===== src/rtl/fifo_protocol_monitor_if.sv =====
// Observation bundle between a FIFO and its protocol monitor.
// master drives the FIFO-side signals, slave only observes them.
interface fifo_protocol_monitor_if #(
  parameter int DATA_WIDTH = 8
);
  logic                  wr_en;
  logic [DATA_WIDTH-1:0] wr_data;
  logic                  full;
  logic                  rd_en;
  logic [DATA_WIDTH-1:0] rd_data;
  logic                  empty;

  modport master (
    output wr_en,
    output wr_data,
    output full,
    output rd_en,
    output rd_data,
    output empty
  );

  modport slave (
    input wr_en,
    input wr_data,
    input full,
    input rd_en,
    input rd_data,
    input empty
  );
endinterface


===== src/rtl/fifo_protocol_monitor.sv =====
// Shadow-tracks FIFO fill level and flags, counts events, sticky errors.
// Define FIFO_MON_DATA_CHECK_EN to add shadow-memory data checking.
module fifo_protocol_monitor #(
  parameter int DATA_WIDTH = 8,
  parameter int ADDR_WIDTH = 4,
  parameter int CNT_WIDTH  = 16
) (
  input  logic                  clk,
  input  logic                  rst_n,
  fifo_protocol_monitor_if.slave fifo,
  input  logic                  clr,
  output logic [ADDR_WIDTH:0]   occupancy,
  output logic [1:0]            mon_state,
  output logic                  err_full_flag,
  output logic                  err_empty_flag,
  output logic                  err_full_and_empty,
  output logic                  err_data,
  output logic                  err_any,
  output logic [CNT_WIDTH-1:0]  wr_count,
  output logic [CNT_WIDTH-1:0]  rd_count,
  output logic [CNT_WIDTH-1:0]  wr_rej_count,
  output logic [CNT_WIDTH-1:0]  rd_rej_count
);

  localparam logic [ADDR_WIDTH:0] DEPTH_C =
    {1'b1, {ADDR_WIDTH{1'b0}}};

  typedef enum logic [1:0] {
    ST_EMPTY  = 2'd0,
    ST_ACTIVE = 2'd1,
    ST_FULL   = 2'd2,
    ST_ERROR  = 2'd3
  } state_e;

  function automatic logic [CNT_WIDTH-1:0] bump(
    input logic [CNT_WIDTH-1:0] c,
    input logic                 en,
    input logic                 cl
  );
    if (cl) return '0;
    if (en && (c != '1)) return c + 1'b1;
    return c;
  endfunction

  logic                 wa;
  logic                 ra;
  logic [ADDR_WIDTH:0]  occ_q, occ_d;
  state_e               state_q, state_d;
  logic                 err_full_q, err_full_d;
  logic                 err_empty_q, err_empty_d;
  logic                 err_fe_q, err_fe_d;
  logic                 err_data_q, err_data_d;
  logic [CNT_WIDTH-1:0] wr_cnt_q, wr_cnt_d;
  logic [CNT_WIDTH-1:0] rd_cnt_q, rd_cnt_d;
  logic [CNT_WIDTH-1:0] wrj_cnt_q, wrj_cnt_d;
  logic [CNT_WIDTH-1:0] rrj_cnt_q, rrj_cnt_d;
  logic                 any_err_d;

  always_comb begin
    wa    = fifo.wr_en && !fifo.full;
    ra    = fifo.rd_en && !fifo.empty;
    occ_d = occ_q;
    // Guards keep the shadow sane even if the DUT lies about its flags.
    if (wa && !ra && (occ_q != DEPTH_C)) begin
      occ_d = occ_q + 1'b1;
    end else if (ra && !wa && (occ_q != '0)) begin
      occ_d = occ_q - 1'b1;
    end

    err_full_d  = (err_full_q && !clr) ||
                  (fifo.full != (occ_q == DEPTH_C));
    err_empty_d = (err_empty_q && !clr) ||
                  (fifo.empty != (occ_q == '0));
    err_fe_d    = (err_fe_q && !clr) ||
                  (fifo.full && fifo.empty);

    wr_cnt_d  = bump(wr_cnt_q, wa, clr);
    rd_cnt_d  = bump(rd_cnt_q, ra, clr);
    wrj_cnt_d = bump(wrj_cnt_q, fifo.wr_en && fifo.full, clr);
    rrj_cnt_d = bump(rrj_cnt_q, fifo.rd_en && fifo.empty, clr);
  end

  always_comb begin
    any_err_d = err_full_d | err_empty_d | err_fe_d | err_data_d;
    if (any_err_d) begin
      state_d = ST_ERROR;
    end else if (occ_d == '0) begin
      state_d = ST_EMPTY;
    end else if (occ_d == DEPTH_C) begin
      state_d = ST_FULL;
    end else begin
      state_d = ST_ACTIVE;
    end
  end

  always_ff @(posedge clk or negedge rst_n) begin
    if (!rst_n) begin
      occ_q       <= '0;
      state_q     <= ST_EMPTY;
      err_full_q  <= 1'b0;
      err_empty_q <= 1'b0;
      err_fe_q    <= 1'b0;
      wr_cnt_q    <= '0;
      rd_cnt_q    <= '0;
      wrj_cnt_q   <= '0;
      rrj_cnt_q   <= '0;
    end else begin
      occ_q       <= occ_d;
      state_q     <= state_d;
      err_full_q  <= err_full_d;
      err_empty_q <= err_empty_d;
      err_fe_q    <= err_fe_d;
      wr_cnt_q    <= wr_cnt_d;
      rd_cnt_q    <= rd_cnt_d;
      wrj_cnt_q   <= wrj_cnt_d;
      rrj_cnt_q   <= rrj_cnt_d;
    end
  end

`ifdef FIFO_MON_DATA_CHECK_EN
  localparam int DEPTH = 1 << ADDR_WIDTH;

  logic [DATA_WIDTH-1:0] mem_q [DEPTH];
  logic [ADDR_WIDTH-1:0] wr_ptr_q, wr_ptr_d;
  logic [ADDR_WIDTH-1:0] rd_ptr_q, rd_ptr_d;
  logic                  pend_q, pend_d;
  logic [DATA_WIDTH-1:0] exp_q, exp_d;

  // rd_data lags the accepted read by one cycle, so latch the expectation.
  always_comb begin
    wr_ptr_d   = wa ? wr_ptr_q + 1'b1 : wr_ptr_q;
    rd_ptr_d   = ra ? rd_ptr_q + 1'b1 : rd_ptr_q;
    pend_d     = ra;
    exp_d      = ra ? mem_q[rd_ptr_q] : exp_q;
    err_data_d = (err_data_q && !clr) ||
                 (pend_q && (fifo.rd_data != exp_q));
  end

  always_ff @(posedge clk or negedge rst_n) begin
    if (!rst_n) begin
      wr_ptr_q   <= '0;
      rd_ptr_q   <= '0;
      pend_q     <= 1'b0;
      exp_q      <= '0;
      err_data_q <= 1'b0;
    end else begin
      wr_ptr_q   <= wr_ptr_d;
      rd_ptr_q   <= rd_ptr_d;
      pend_q     <= pend_d;
      exp_q      <= exp_d;
      err_data_q <= err_data_d;
    end
  end

  always_ff @(posedge clk) begin
    if (wa) begin
      mem_q[wr_ptr_q] <= fifo.wr_data;
    end
  end
`else
  assign err_data_d = 1'b0;
  assign err_data_q = 1'b0;
`endif

  assign occupancy          = occ_q;
  assign mon_state          = state_q;
  assign err_full_flag      = err_full_q;
  assign err_empty_flag     = err_empty_q;
  assign err_full_and_empty = err_fe_q;
  assign err_data           = err_data_q;
  assign err_any            = err_full_q | err_empty_q |
                              err_fe_q | err_data_q;
  assign wr_count           = wr_cnt_q;
  assign rd_count           = rd_cnt_q;
  assign wr_rej_count       = wrj_cnt_q;
  assign rd_rej_count       = rrj_cnt_q;

endmodule


===== src/flat_wrapper.sv =====
// flat-port wrapper written by rule: the top's interface ports become plain ports
module fifo_protocol_monitor_flat 
#(
  parameter int DATA_WIDTH = 8,
  parameter int ADDR_WIDTH = 4,
  parameter int CNT_WIDTH  = 16
)
  (clk, rst_n, clr, occupancy, mon_state, err_full_flag, err_empty_flag, err_full_and_empty, err_data, err_any, wr_count, rd_count, wr_rej_count, rd_rej_count, fifo_wr_en, fifo_wr_data, fifo_full, fifo_rd_en, fifo_rd_data, fifo_empty);
  fifo_protocol_monitor_if #(.DATA_WIDTH(DATA_WIDTH)) fifo_i ();
  input  logic clk;
  input  logic rst_n;
  input  logic clr;
  output logic [ADDR_WIDTH:0] occupancy;
  output logic [1:0] mon_state;
  output logic err_full_flag;
  output logic err_empty_flag;
  output logic err_full_and_empty;
  output logic err_data;
  output logic err_any;
  output logic [CNT_WIDTH-1:0] wr_count;
  output logic [CNT_WIDTH-1:0] rd_count;
  output logic [CNT_WIDTH-1:0] wr_rej_count;
  output logic [CNT_WIDTH-1:0] rd_rej_count;
  input wire logic [$bits(fifo_i.wr_en)-1:0] fifo_wr_en;
  input wire logic [$bits(fifo_i.wr_data)-1:0] fifo_wr_data;
  input wire logic [$bits(fifo_i.full)-1:0] fifo_full;
  input wire logic [$bits(fifo_i.rd_en)-1:0] fifo_rd_en;
  input wire logic [$bits(fifo_i.rd_data)-1:0] fifo_rd_data;
  input wire logic [$bits(fifo_i.empty)-1:0] fifo_empty;
  assign fifo_i.wr_en = fifo_wr_en;
  assign fifo_i.wr_data = fifo_wr_data;
  assign fifo_i.full = fifo_full;
  assign fifo_i.rd_en = fifo_rd_en;
  assign fifo_i.rd_data = fifo_rd_data;
  assign fifo_i.empty = fifo_empty;
  fifo_protocol_monitor #(.DATA_WIDTH(DATA_WIDTH), .ADDR_WIDTH(ADDR_WIDTH), .CNT_WIDTH(CNT_WIDTH)) u_core (.clk(clk), .rst_n(rst_n), .fifo(fifo_i), .clr(clr), .occupancy(occupancy), .mon_state(mon_state), .err_full_flag(err_full_flag), .err_empty_flag(err_empty_flag), .err_full_and_empty(err_full_and_empty), .err_data(err_data), .err_any(err_any), .wr_count(wr_count), .rd_count(rd_count), .wr_rej_count(wr_rej_count), .rd_rej_count(rd_rej_count));
endmodule

===== config.mk =====
export PLATFORM = sky130hd
export DESIGN_NAME = fifo_protocol_monitor_flat
export DESIGN_NICKNAME = d
export VERILOG_FILES = /design/src/rtl/fifo_protocol_monitor_if.sv /design/src/rtl/fifo_protocol_monitor.sv /design/src/flat_wrapper.sv
export SDC_FILE = /design/constraint.sdc
export NUM_CORES = 1
export LEC_CHECK = 0
export CAP_MARGIN = 20
export CORE_MARGIN = 1.5
export CORE_UTILIZATION = 49
export CTS_BUF_LIST = sky130_fd_sc_hd__clkbuf_16
export DETAILED_ROUTE_END_ITERATION = 7
export GPL_ROUTABILITY_DRIVEN = 0
export MAX_ROUTING_LAYER = met4
export PLACE_DENSITY = 0.8
export SYNTH_ARGS = -nofsm -noshare
export SYNTH_HDL_FRONTEND = slang
export SYNTH_SLANG_ARGS = --single-unit

===== constraint.sdc =====
create_clock -name clk -period 2.8 [get_ports clk]
set_input_delay 0.7 -clock clk [delete_from_list [all_inputs] [get_ports clk]]
set_output_delay 0.7 -clock clk [all_outputs]
set_load 0.1 [all_outputs]

== After elaboration in Yosys (flattened, before gate mapping) ==
Index checks and enable logic that the tools add are counted.
Operators by class
  add/subtract/negate cells: 6
  multipliers: 0
  divide/modulo/power cells: 0
  magnitude comparators: 0
  equality and inequality tests: 9
  shift-type cells: 0
  mux-type cells: 27
  bitwise operators: 4
  reduce and logical (&&, ||, !) cells: 31
Operator list (number)
  $mux 16: 13
  $add 16x1->16 const B: 4
  $ne 16x16->1 const B: 4
  $logic_and 1x1->1: 16
  $eq 5x5->1 const B: 2
  $logic_not 5->1: 2
  $mux 5: 2
  $mux 1: 9
  $reduce_bool 2->1: 4
  $mux 2: 3
  $add 5x1->5 const B: 1
  $logic_not 1->1: 5
  $ne 5x5->1 const B: 1
  $reduce_bool 5->1: 1
  $sub 5x1->5 const B: 1
  $or 1x1->1: 4
  $logic_or 1x1->1: 3
  $ne 1x1->1: 2
Storage, ports and cells
  register bits after elaboration: 74
  bits in latches: 0
  RAM bits: 0
  bits in read-only memories: 0
  input bits: 23
  logic and storage cells: 86
  memories: 0

== Longest topological paths before layout ==
  word-level depth: 11
  depth in mapped cells: 9
  gate-level depth less buffers: 8

== Worst setup path after synthesis ==
No wires, ideal clock.
  kind: register to register
  start point: register u_core.occ_q[1], in the netlist u_core.occupancy[1]
  end point: register u_core.state_q[0], in the netlist u_core.mon_state[0]
  arrival: 2.483 ns
  required time: 2.662 ns
  slack: 0.178 ns
  stages on the path, launching flop included: 9
  path buffers: 1
  cells stage by stage: dfrtp_1 > inv_1 > ha_1 > or3b_1 > buf_6 > nor2_8 > nor2b_2 > o31a_1 > or4_1
On the way
  longest elaborated chain between the ends: 8
  elaborated cells between the ends (all ways): 21
RTL lines
  from (decl): RTL line fifo_protocol_monitor.sv:47  | logic [ADDR_WIDTH:0] occ_q, occ_d;
  from (signal assigned): RTL line fifo_protocol_monitor.sv:98  | occ_q <= '0;
  from (signal assigned): RTL line fifo_protocol_monitor.sv:108  | occ_q <= occ_d;
  parallel branches: the longest is 3 deep, another holds $sub 5x1->5
  $mux 5 *: RTL line fifo_protocol_monitor.sv:64  | if (wa && !ra && (occ_q != DEPTH_C)) begin
  net u_core.occ_d[3]: RTL line fifo_protocol_monitor.sv:47
  $eq 5x5->1: RTL line fifo_protocol_monitor.sv:89  | end else if (occ_d == DEPTH_C) begin
  $mux 2: RTL line fifo_protocol_monitor.sv:89
  $mux 2 *: RTL line fifo_protocol_monitor.sv:87  | end else if (occ_d == '0) begin
  $mux 2 *: RTL line fifo_protocol_monitor.sv:85  | if (any_err_d) begin
  net u_core.state_d[0]: RTL line fifo_protocol_monitor.sv:48  | state_e state_q, state_d;
  to (signal assigned): RTL line fifo_protocol_monitor.sv:109  | state_q <= state_d;
  to (decl): RTL line fifo_protocol_monitor.sv:48
Mark *: on every way through the listed nets, which the timed path passes.
A chain may end at the register's enable or synchronous reset.

== Worst setup path after layout ==
  start point: input port fifo_rd_en
  end point: register u_core.state_q[0], in the netlist u_core.mon_state[0]
On the way
  longest elaborated chain between the ends: 9
  elaborated cells between the ends (all ways): 13
RTL lines
  from (decl): RTL line flat_wrapper.sv:27  | input wire logic [$bits(fifo_i.rd_en)-1:0] fifo_rd_en;
  $logic_and 1x1->1 *: RTL line fifo_protocol_monitor.sv:61  | ra = fifo.rd_en && !fifo.empty;
  $logic_and 1x1->1 or $logic_not 1->1 (tied branches): RTL line fifo_protocol_monitor.sv:66, fifo_protocol_monitor.sv:64
  $logic_and 1x1->1 (on tied branches): RTL line fifo_protocol_monitor.sv:66, fifo_protocol_monitor.sv:64
  $mux 5 or $logic_and 1x1->1 (tied branches): RTL line fifo_protocol_monitor.sv:66, fifo_protocol_monitor.sv:64
  $mux 5 *: RTL line fifo_protocol_monitor.sv:64
  $eq 5x5->1: RTL line fifo_protocol_monitor.sv:89
  $mux 2: RTL line fifo_protocol_monitor.sv:89
  $mux 2 *: RTL line fifo_protocol_monitor.sv:87
  $mux 2 *: RTL line fifo_protocol_monitor.sv:85
  net u_core.state_d[0]: RTL line fifo_protocol_monitor.sv:48
The timed path passes the listed nets; every way through them passes the cells marked *.

==> impl_metrics.toml <==
[timing]
slew_headroom_pct = 57.4
finalCritPeriodShare_pct = 87.4
finalSetupTns_ps = 0
hold_viol = 0
rsz0062_at_grt = "false"
final_max_slew_viol_count = 0
fmax_mhz = 409
period_needed_ps = 2450
clock_skew_ps = 4.43
worst_pin_slew_ps = 633
setup_viol = 0

[placement]
port_buffers = 81
hpwlAfterDp_um = 6280
dpl.cell_count = 599

[pwr]
powerDensity_mw_per_mm2 = 635
power.leakage_nw = 2.28
irDropWorstVdd_mv = 0.450

[worst_setup_path]
crit_family = "simple AND/OR/NAND/NOR gates"
cp.required_ps = 3000
cp_cell_sequence = "clkdlybuf4s50_1, nor2b_1, nand3_1, nand3_1, a21boi_0, nand3_1, or4_1"
crit_fanout = 5
end_kind = "flop"
r2r_slack_ps = 360
r2r_end = "u_core.mon_state[0]"
worst_path_most_repeated_cell = "nand3_1"
timing.rr.start = "u_core.occupancy[1]"
cpPeakStageDelay_ps = 470
slowest_stage = "clkdlybuf4s50_1"
r2r_cells = 7
crit_path_start_kind = "input port"
cp.buffers_inverters = 1
cp.arrival_ps = 2640
crit_type = "input port to flop"

[synth]
syn_area_mm2 = 0.00388
synth_top_area_share_pct = 47.7
synthArstFlopShare_pct = 100
synth_edf_count = 0
yosysSeqAreaShare_pct = 47.7
ys.flop_type = "dfrtp_1"
synthCells = 416
syn_area_per_cell_um2 = 9.34
netlist_top_cells_count = "74 x dfrtp_1, 71 x nor2_1, 35 x xor2_1"
syn_nets = 445
synthTopCellsByArea = "dfrtp_1 48%, xor2_1 7.9%, nor2_1 6.9%"
synth_most_common_cell = "dfrtp_1"
synth_warnings = 0
synth.distinct_cells = 49
ys_seq_elements = 74
synth_largest_area_cell = "dfrtp_1"

[layout]
nNetsFinal = 537
syn_to_final_growth_pct = 27.9
fin_cells = 615
diodes = 0
drive_gt1_share_pct = 21.6
fillCellCount = 652

[floorplan]
io_pins = 99
fp.dieW_um = 92.0
core_area_mm2 = 0.00769
dieHeight_um = 92.0
fp-row-count = 32
dieArea_mm2 = 0.00847
initial_core_util_pct = 50.5

[clocking]
cts_tree = "yes"
cts.sinks = 74
cts.path.max_buffers = 2
ctsHoldBuffers = 0
clk_pin_slew_ps = 60
clk_latency_ps = 330
root_buffer = "clkbuf_16"
cts_setup_buffers = 0
ctsResizeCount = 0
h-tree-depth = 3
cts_buffers = 9

[drt]
ant_nets = 0
wl_um = 8670
route.met3.wl_um = 367
routed_via_density = 5.41
drt-initial-drc-count = 103
dr_wl_met2_um = 4230
routed.top_layer = "met4"
vias = 3330
wl_met1_um = 3960
dr.pass1.iters = 4
wl_per_cell_um = 14.1
drc_errors = 0

[global_route]
antenna_found_initial = 0
grt_remaining_overflow = 0
grt_pass1_wl_um = 14800
grt_pass1_vias = 3167
grt_start_max_net_pins = 40
track_usage_pct = 22.6

[hold_path]
hp-class = "input port to async pin"

[status]
status = "completed"

[job]
cap_violations = 0
## cell usage in the layout, fill, tap and decap left out, types with 2 or more instances in the layout
cell type and instances:
nor2b_1 4, clkbuf_16 9, buf_2 2, mux2i_1 5, or3b_1 2, xor2_1 35
o21a_1 2, a211oi_1 3, ha_1 6, o22ai_1 2, and3_1 9, nand4b_1 2
o21ai_0 14, or2_2 2, nand4_1 15, o211ai_1 3, buf_4 90, xnor2_1 17
nor2_1 71, nand3b_1 2, clkdlybuf4s50_1 4, nor3b_1 2, or3_1 9, a31oi_1 3
nor4_1 2, bufinv_16 2, a21oi_1 11, nand2b_1 2, nand3_1 28, clkinv_2 2
inv_1 14, dfrtp_1 74, nand2_1 30, and4_1 6, nor3_1 11
## state kept, by name (all words and copies together) (netlist names)
signal and cells:
u_core.rd_rej_count 16, u_core.occupancy 5, u_core.mon_state 2, u_core.wr_count 16, u_core.rd_count 16, u_core.err_full_flag 1, u_core.wr_rej_count 16, u_core.err_empty_flag 1
u_core.err_full_and_empty 1
## where the power goes
part / internal [mW] / switching [mW]
sequential: 1.12 / 0.0817
combinational: 0.187 / 0.569
clock: 0.770 / 0.428
total: 2.07 / 1.08
## metrics by stage
stage	hold WS, ps	utilization, %	power, mW	area [um2]	worst slack [ps]
after floorplan	404	-	1.80	3880	178
after global placement	533	60.6	1.96	4660	43.3
after detailed placement	533	60.6	1.97	4660	21.2
after CTS	355	64.6	3.17	4970	361
after global routing	385	64.6	3.27	4970	197
final	336	64.6	3.15	4970	352
## logic make-up after synthesis
logic type               after synthesis  share of synthesized area [%]
multiplexers                           5                           1.29
flip-flops                            74                           47.7
buffers and inverters                 28                           3.29
XOR/XNOR                              52                           11.7
other                                  1                         0.0966
AO/OA/AOI/OAI                         46                           7.44
adder cells (fa/ha/maj)                6                           1.93
AND/OR/NAND/NOR                      204                           26.5
## final cells by class
type,instances,area [um2],share of cell area (%)
clock inverter,7,85.1,1.71
timing repair buffer,96,726,14.6
multi-input combinational,314,1900,38.3
clock buffer,9,225,4.53
inverter,13,48.8,0.982
sequential,74,1850,37.3
tap,102,128,2.57
## metal layers
layer  up-vias  track usage, %
met5         -               -
met4         0            8.85
met3         9            3.90
met2        65            36.0
met1      1635            28.7
li1       1621               -
## how the worst max path moves through the flow
stage / from / endpoint / slack, ps / cells past startpoint
finish: fifo_rd_en / u_core.mon_state[0] / 350 / 7
global route: fifo_rd_en / u_core.mon_state[0] / 200 / 7
detailed placement: fifo_rd_en / u_core.mon_state[0] / 20 / 7
CTS: fifo_rd_en / u_core.mon_state[0] / 360 / 7
floorplan: u_core.occupancy[1] / u_core.mon_state[0] / 180 / 8
global placement: fifo_rd_en / u_core.mon_state[0] / 40 / 7
(Power assumes the default switching activity.)
